<file path="src/rtl/alui_seq_if.sv">
// alui_seq_if: decoder-side handshake and datapath control strobes for the
// ALU-immediate sequencer. The decoder is the master; the sequencer is the slave.
interface alui_seq_if #(
    parameter int unsigned DATA_W = 16,
    parameter int unsigned NREG   = 4
);
    logic              start;
    logic [15:0]       instruction;
    logic              busy;
    logic              done;
    logic              err;
    logic              pc_inc;
    logic [NREG-1:0]   rx_out;
    logic [NREG-1:0]   rx_in;
    logic              alu_in0;
    logic              alu_in1;
    logic              alu_latch;
    logic              alu_out_en;
    logic              imm_en;
    logic [DATA_W-1:0] imm_out;

    modport master (
        output start, instruction,
        input  busy, done, err, pc_inc, rx_out, rx_in,
               alu_in0, alu_in1, alu_latch, alu_out_en, imm_en, imm_out
    );

    modport slave (
        input  start, instruction,
        output busy, done, err, pc_inc, rx_out, rx_in,
               alu_in0, alu_in1, alu_latch, alu_out_en, imm_en, imm_out
    );
endinterface

</file>
<file path="src/rtl/alui_seq.sv">
// alui_seq: ALU-immediate instruction sequencer. Latches one instruction on
// accept, then steps PC -> RD -> IMM -> LDB -> EXE -> WBD -> WB -> DONE,
// decoding every control strobe from the state and the latched fields.
// An out-of-range register select short-cuts PC -> DONE with err.
module alui_seq #(
    parameter int unsigned DATA_W   = 16,
    parameter int unsigned NREG     = 4,
    parameter int unsigned IMM_W    = 6,
    parameter int unsigned SEL_W    = 6,
    parameter logic [3:0]  OPC_A    = 4'h0,
    parameter logic [3:0]  OPC_B    = 4'h1,
    parameter bit          SIGN_EXT = 1'b1
) (
    input logic        clk,
    input logic        rst,
    alui_seq_if.slave  bus
);
    localparam int unsigned FLD_W = IMM_W + SEL_W;

    localparam logic [3:0] S_IDLE = 4'd0;
    localparam logic [3:0] S_PC   = 4'd1;
    localparam logic [3:0] S_RD   = 4'd2;
    localparam logic [3:0] S_IMM  = 4'd3;
    localparam logic [3:0] S_LDB  = 4'd4;
    localparam logic [3:0] S_EXE  = 4'd5;
    localparam logic [3:0] S_WBD  = 4'd6;
    localparam logic [3:0] S_WB   = 4'd7;
    localparam logic [3:0] S_DONE = 4'd8;

    logic [3:0]              state;
    logic [3:0]              state_nx;
    logic [FLD_W-1:0]        instr_q;
    logic [DATA_W-1:0]       imm_q;

    logic [SEL_W-1:0]        sel;
    logic [IMM_W-1:0]        imm;
    logic signed [IMM_W-1:0] imm_s;
    logic [DATA_W-1:0]       imm_ext;
    logic [NREG-1:0]         sel_onehot;
    logic                    sel_bad;
    logic                    opc_ok;
    logic                    accept;

    logic                    pc_inc_c;
    logic [NREG-1:0]         rx_out_c;
    logic [NREG-1:0]         rx_in_c;
    logic                    alu_in0_c;
    logic                    alu_in1_c;
    logic                    alu_latch_c;
    logic                    alu_out_en_c;
    logic                    imm_en_c;
    logic                    done_c;
    logic                    err_c;

    assign sel     = instr_q[FLD_W-1:IMM_W];
    assign imm     = instr_q[IMM_W-1:0];
    assign imm_s   = $signed(imm);
    assign imm_ext = SIGN_EXT ? DATA_W'(imm_s) : DATA_W'(imm);
    assign sel_bad = 32'(sel) >= NREG;

    assign opc_ok  = (bus.instruction[15:12] == OPC_A) || (bus.instruction[15:12] == OPC_B);
    assign accept  = (state == S_IDLE) && bus.start && opc_ok;

    // Register 0 maps to the MSB of the one-hot enables.
    for (genvar g = 0; g < NREG; g++) begin : g_onehot
        assign sel_onehot[NREG-1-g] = (32'(sel) == g);
    end

    // Next-state: fixed walk through the datapath steps, early exit on bad select.
    always_comb begin
        state_nx = S_IDLE;
        case (state)
            S_IDLE:  state_nx = accept ? S_PC : S_IDLE;
            S_PC:    state_nx = sel_bad ? S_DONE : S_RD;
            S_RD:    state_nx = S_IMM;
            S_IMM:   state_nx = S_LDB;
            S_LDB:   state_nx = S_EXE;
            S_EXE:   state_nx = S_WBD;
            S_WBD:   state_nx = S_WB;
            S_WB:    state_nx = S_DONE;
            S_DONE:  state_nx = S_IDLE;
            default: state_nx = S_IDLE;
        endcase
    end

    // State register and instruction latch (instruction captured only on accept).
    always_ff @(posedge clk or negedge rst) begin
        if (!rst) begin
            state   <= S_IDLE;
            instr_q <= '0;
        end else begin
            state <= state_nx;
            if (accept) begin
                instr_q <= bus.instruction[FLD_W-1:0];
            end
        end
    end

    // Extended immediate: cleared on accept, loaded when entering IMM, then held.
    always_ff @(posedge clk or negedge rst) begin
        if (!rst) begin
            imm_q <= '0;
        end else if (accept) begin
            imm_q <= '0;
        end else if (state == S_RD) begin
            imm_q <= imm_ext;
        end
    end

    // Control strobes decoded purely from state and latched fields.
    always_comb begin
        pc_inc_c     = 1'b0;
        rx_out_c     = '0;
        rx_in_c      = '0;
        alu_in0_c    = 1'b0;
        alu_in1_c    = 1'b0;
        alu_latch_c  = 1'b0;
        alu_out_en_c = 1'b0;
        imm_en_c     = 1'b0;
        done_c       = 1'b0;
        err_c        = 1'b0;
        case (state)
            S_PC:   pc_inc_c = 1'b1;
            S_RD: begin
                rx_out_c  = sel_onehot;
                alu_in0_c = 1'b1;
            end
            S_IMM:  imm_en_c = 1'b1;
            S_LDB: begin
                imm_en_c  = 1'b1;
                alu_in1_c = 1'b1;
            end
            S_EXE:  alu_latch_c = 1'b1;
            S_WBD:  alu_out_en_c = 1'b1;
            S_WB: begin
                alu_out_en_c = 1'b1;
                rx_in_c      = sel_onehot;
            end
            S_DONE: begin
                done_c = 1'b1;
                err_c  = sel_bad;
            end
            default: ;
        endcase
    end

    assign bus.busy       = (state != S_IDLE);
    assign bus.done       = done_c;
    assign bus.err        = err_c;
    assign bus.pc_inc     = pc_inc_c;
    assign bus.rx_out     = rx_out_c;
    assign bus.rx_in      = rx_in_c;
    assign bus.alu_in0    = alu_in0_c;
    assign bus.alu_in1    = alu_in1_c;
    assign bus.alu_latch  = alu_latch_c;
    assign bus.alu_out_en = alu_out_en_c;
    assign bus.imm_en     = imm_en_c;
    assign bus.imm_out    = imm_q;
endmodule

</file>
<file path="src/flat_wrapper.sv">
// flat-port wrapper written by rule: the top's interface ports become plain ports
module alui_seq_flat 
#(
    parameter int unsigned DATA_W   = 16,
    parameter int unsigned NREG     = 4,
    parameter int unsigned IMM_W    = 6,
    parameter int unsigned SEL_W    = 6,
    parameter logic [3:0]  OPC_A    = 4'h0,
    parameter logic [3:0]  OPC_B    = 4'h1,
    parameter bit          SIGN_EXT = 1'b1
)
  (clk, rst, bus_start, bus_instruction, bus_busy, bus_done, bus_err, bus_pc_inc, bus_rx_out, bus_rx_in, bus_alu_in0, bus_alu_in1, bus_alu_latch, bus_alu_out_en, bus_imm_en, bus_imm_out);
  alui_seq_if #(.DATA_W(DATA_W), .NREG(NREG)) bus_i ();
  input logic clk;
  input logic rst;
  input wire logic [$bits(bus_i.start)-1:0] bus_start;
  input wire logic [$bits(bus_i.instruction)-1:0] bus_instruction;
  output wire logic [$bits(bus_i.busy)-1:0] bus_busy;
  output wire logic [$bits(bus_i.done)-1:0] bus_done;
  output wire logic [$bits(bus_i.err)-1:0] bus_err;
  output wire logic [$bits(bus_i.pc_inc)-1:0] bus_pc_inc;
  output wire logic [$bits(bus_i.rx_out)-1:0] bus_rx_out;
  output wire logic [$bits(bus_i.rx_in)-1:0] bus_rx_in;
  output wire logic [$bits(bus_i.alu_in0)-1:0] bus_alu_in0;
  output wire logic [$bits(bus_i.alu_in1)-1:0] bus_alu_in1;
  output wire logic [$bits(bus_i.alu_latch)-1:0] bus_alu_latch;
  output wire logic [$bits(bus_i.alu_out_en)-1:0] bus_alu_out_en;
  output wire logic [$bits(bus_i.imm_en)-1:0] bus_imm_en;
  output wire logic [$bits(bus_i.imm_out)-1:0] bus_imm_out;
  assign bus_i.start = bus_start;
  assign bus_i.instruction = bus_instruction;
  assign bus_busy = bus_i.busy;
  assign bus_done = bus_i.done;
  assign bus_err = bus_i.err;
  assign bus_pc_inc = bus_i.pc_inc;
  assign bus_rx_out = bus_i.rx_out;
  assign bus_rx_in = bus_i.rx_in;
  assign bus_alu_in0 = bus_i.alu_in0;
  assign bus_alu_in1 = bus_i.alu_in1;
  assign bus_alu_latch = bus_i.alu_latch;
  assign bus_alu_out_en = bus_i.alu_out_en;
  assign bus_imm_en = bus_i.imm_en;
  assign bus_imm_out = bus_i.imm_out;
  alui_seq #(.DATA_W(DATA_W), .NREG(NREG), .IMM_W(IMM_W), .SEL_W(SEL_W), .OPC_A(OPC_A), .OPC_B(OPC_B), .SIGN_EXT(SIGN_EXT)) u_core (.clk(clk), .rst(rst), .bus(bus_i));
endmodule
</file>
<file path="config.mk">
export PLATFORM = sky130hd
export DESIGN_NAME = alui_seq_flat
export DESIGN_NICKNAME = d
export VERILOG_FILES = /design/src/rtl/alui_seq_if.sv /design/src/rtl/alui_seq.sv /design/src/flat_wrapper.sv
export SDC_FILE = /design/constraint.sdc
export NUM_CORES = 1
export LEC_CHECK = 0
export BUFFER_PORTS_ARGS = -buffer_cell sky130_fd_sc_hd__buf_2
export CAP_MARGIN = 20
export CORE_MARGIN = 2
export CORE_UTILIZATION = 40
export DETAILED_ROUTE_END_ITERATION = 16
export GPL_ROUTABILITY_DRIVEN = 1
export PLACE_DENSITY = 0.71
export SYNTH_ARGS = -nofsm -noshare
export SYNTH_HDL_FRONTEND = slang
export SYNTH_SLANG_ARGS = --single-unit
</file>
<file path="constraint.sdc">
create_clock -name clk -period 2 [get_ports clk]
set_input_delay 0.3 -clock clk [delete_from_list [all_inputs] [get_ports clk]]
set_output_delay 0.3 -clock clk [all_outputs]
set_load 0.005 [all_outputs]
</file>
==> flow_summary.yaml <==
global_routing:
  grt_util_all_layers_pct: 14.6
  antenna_violations_before_repair: 0
  pin_count_of_the_biggest_net_entering_global_routing: 23
  overflow: 0
  global_route_wire_length_before_repair_mm: 3.68
  grt_pass1_vias: 858
worst_setup_path:
  arrival_time_of_data_at_the_critical_path_endpoint_ps: 1700
  worstSetupEndpointType: "output pin"
  crit_path_start_kind: "flop"
  critical_path.top_delay_family: "simple AND/OR/NAND/NOR gates"
  timing.critical_path.cells: "or4b_4 > inv_4 > nand2_4 > nor2_4 > buf_2"
  worstSetupStartpoint: "u_core.state[2]"
  worstPathBufferInverterCount: 2
  crit_path_max_cell_delay_ps: 600
  critical_path.max_fanout: 4
  reg2reg_from: "u_core.state[1]"
  timing.critical_path.required_ps: 1700
  cpMaxStageDelayCell: "or4b_4"
  path_class: "reg2out"
die:
  floorplan.initialDensity_pct: 41.6
  fp-row-count: 19
  top_level_ports: 52
  floorplan.die.height_um: 57.3
  fp.dieW_um: 57.3
  coreArea_um2: 2730
  design.die.area_um2: 3290
logic_synthesis:
  synth_top_cell_area_share_pct: 48.4
  synth_top_cells_by_area: "dfrtp_1 48%, mux2_2 7.9%, buf_4 6.6%"
  cell_count_after_synthesis: 110
  ys_seq_elements: 22
  yosysTopAreaCell: "dfrtp_1"
  synthDistinctLibCells: 26
  seq_area_frac_synth_pct: 48.4
  synth_warnings: 0
  post_synth_instance_area_um2: 1140
  syn-mean-instance-area_um2: 10.3
  synth.net_count: 129
cts:
  clockBufferDepth: 2
  clock-sinks: 22
  ctsHtreeMaxLevel: 1
  clock_tree_from_tritoncts: "yes"
  numCtsBuffers: 3
  clkSlewWorstSetupHoldPaths_ps: 120
  insertion_delay_ps: 300
  cts.root.buffer_cell: "clkbuf_4"
placement:
  detailed_place_hpwl_mm: 1.77
  finalWeightedCongestion: 0.713
  port_buffers: 50
timing:
  timing.fmax_mhz: 500
  setup_viol: 1
  setup_repair_after_global_routing_missed_its_margin: "true"
  finalWorstSetupSlack_ps: -0.866
  timing.final.crit_period_ps: 2000
  totalNegativeSetupSlack_ps: -0.866
  max_slew_margin_pct: 65.2
  finClkSkew_ps: 6.83
  max_slew.worst_pin.slew_ps: 514
  layout_worst_path_cycle_share_pct: 100
  timing.final.max_slew_violations: 0
  finalHoldWorstSlack_ps: 216
  hold_viol_final: 0
worst_hold_path:
  hold_path.class: "in2reg"
  hold_wc_startpoint: "bus_instruction[3]"
run_status:
  outcome: "finished with violations"
  violations: "negative setup slack"
routing:
  drtIter0Drc: 21
  via_cell_ratio: 4.96
  wl_per_cell_um: 12.4
  vias: 972
  detailedRoute.firstPassIterationCount: 4
  finalWirelength_mm: 2.44
  drc: 0
  drtAntennaViolNets: 0
final_layout:
  area_growth_pct: 36.0
  post_route_cells_drive_above_1_share_pct: 57.0
  nNetsFinal: 185
  mostFrequentLayoutCells: "50 x buf_2, 22 x dfrtp_1, 16 x nand2_1, 15 x buf_4, 9 x a21oi_1"
  layout_commonest_cell: "buf_2"
  n_antenna_cell: 0
  filler_cell_count: 243
flow_run:
  cap_viol_max_count: 0
power_and_ir_drop:
  static-leakage-power_nw: 0.806
  vdd.ir_drop.worst_uv: 754
  total_power_mw: 1.97
  cellPowerDensity_nw_per_um2: 1280
-- synth_stat cells --
cell type / instances
o41ai_1: 1
mux2_4: 4
nand2b_1: 4
nand2_1: 17
and2_1: 1
a21oi_1: 9
clkbuf_1: 2
or4_4: 1
buf_6: 1
nor4_1: 1
or4b_1: 1
nor2b_1: 2
nand4_1: 1
dfrtp_1: 22
clkinv_2: 1
nor3_1: 8
or2_2: 1
buf_2: 3
mux2_2: 8
nor2b_2: 1
nor4b_1: 2
buf_12: 1
o21bai_1: 1
buf_4: 10
nand3_1: 1
nor2_1: 6
-- logic make-up after synthesis --
family | Yosys count | share of synthesized area [%]
muxes | 12 | 13.2
AOI/OAI and AO/OA | 11 | 5.39
and+or+nand+nor | 47 | 21.2
DFF | 22 | 48.4
buffers and inverters | 18 | 11.8
-- per-layer routing --
layer / wire length, µm / GRT usage [%] / vias to the layer above
met3: 133 / 3.17 / 4
li1: - / - / 473
met1: 1000 / 18.2 / 462
met5: 0 / 0 / -
met4: 22 / 6.98 / 0
met2: 1280 / 24.3 / 33
-- repair_timing --
item                       CTS  global route
gates resized for setup      2            13
pin swaps                    0             3
hold endpoints to repair    22             0
setup endpoints to repair    5             8
hold buffers                 1             0
buffers inserted             3             6
-- worst paths after layout --
kind	endpoint	slack, ps	depth (start not counted)
setup / recovery	bus_rx_out[0]	-0.9	5
hold / removal	u_core.instr_q[3]	220	2
setup reg to reg	u_core.instr_q[7]	70	6
hold reg to reg	u_core.state[0]	520	1
max in group asynchronous	u_core.instr_q[10]	1210	2
min in group asynchronous	u_core.instr_q[0]	470	2
-- per-stage QoR --
step	area (µm²)	std cells	util [%]	worst slack, ps
after global placement	1370	182	50.1	234
final	1550	196	56.6	-0.866
after CTS	1450	190	52.9	0.860
after floorplan	1140	110	-	252
after detailed placement	1370	182	50.1	203
after global routing	1550	196	56.6	-73.3
-- area by class of cell --
type	instances	area (µm²)	area share (%)
Sequential cell	22	551	35.6
Multi-Input combinational cell	70	510	33.0
Timing Repair Buffer	68	404	26.1
Inverter	1	6.26	0.405
Clock buffer	4	36.3	2.35
Tap cell	31	38.8	2.51
-- state kept, by name, indices dropped and copies added, names as in the netlist --
signal	cells
u_core.state	4
u_core.bus.imm_out	6
u_core.instr_q	12
-- power by group --
group / leakage, nW / internal [mW] / switching (mW)
Combinational: 0.506 / 0.539 / 0.389
Clock: 0.0210 / 0.111 / 0.127
Sequential: 0.278 / 0.638 / 0.168
Total: 0.806 / 1.29 / 0.684
-- worst reg2reg max path, stage by stage (launching register included) --
cell and delay (ps):
dfrtp_1 410, buf_4 140, buf_4 130, or4_4 500
nor2b_4 140, buf_12 160, mux2_2 350
Note: power is estimated with default switching activity, not from simulation.
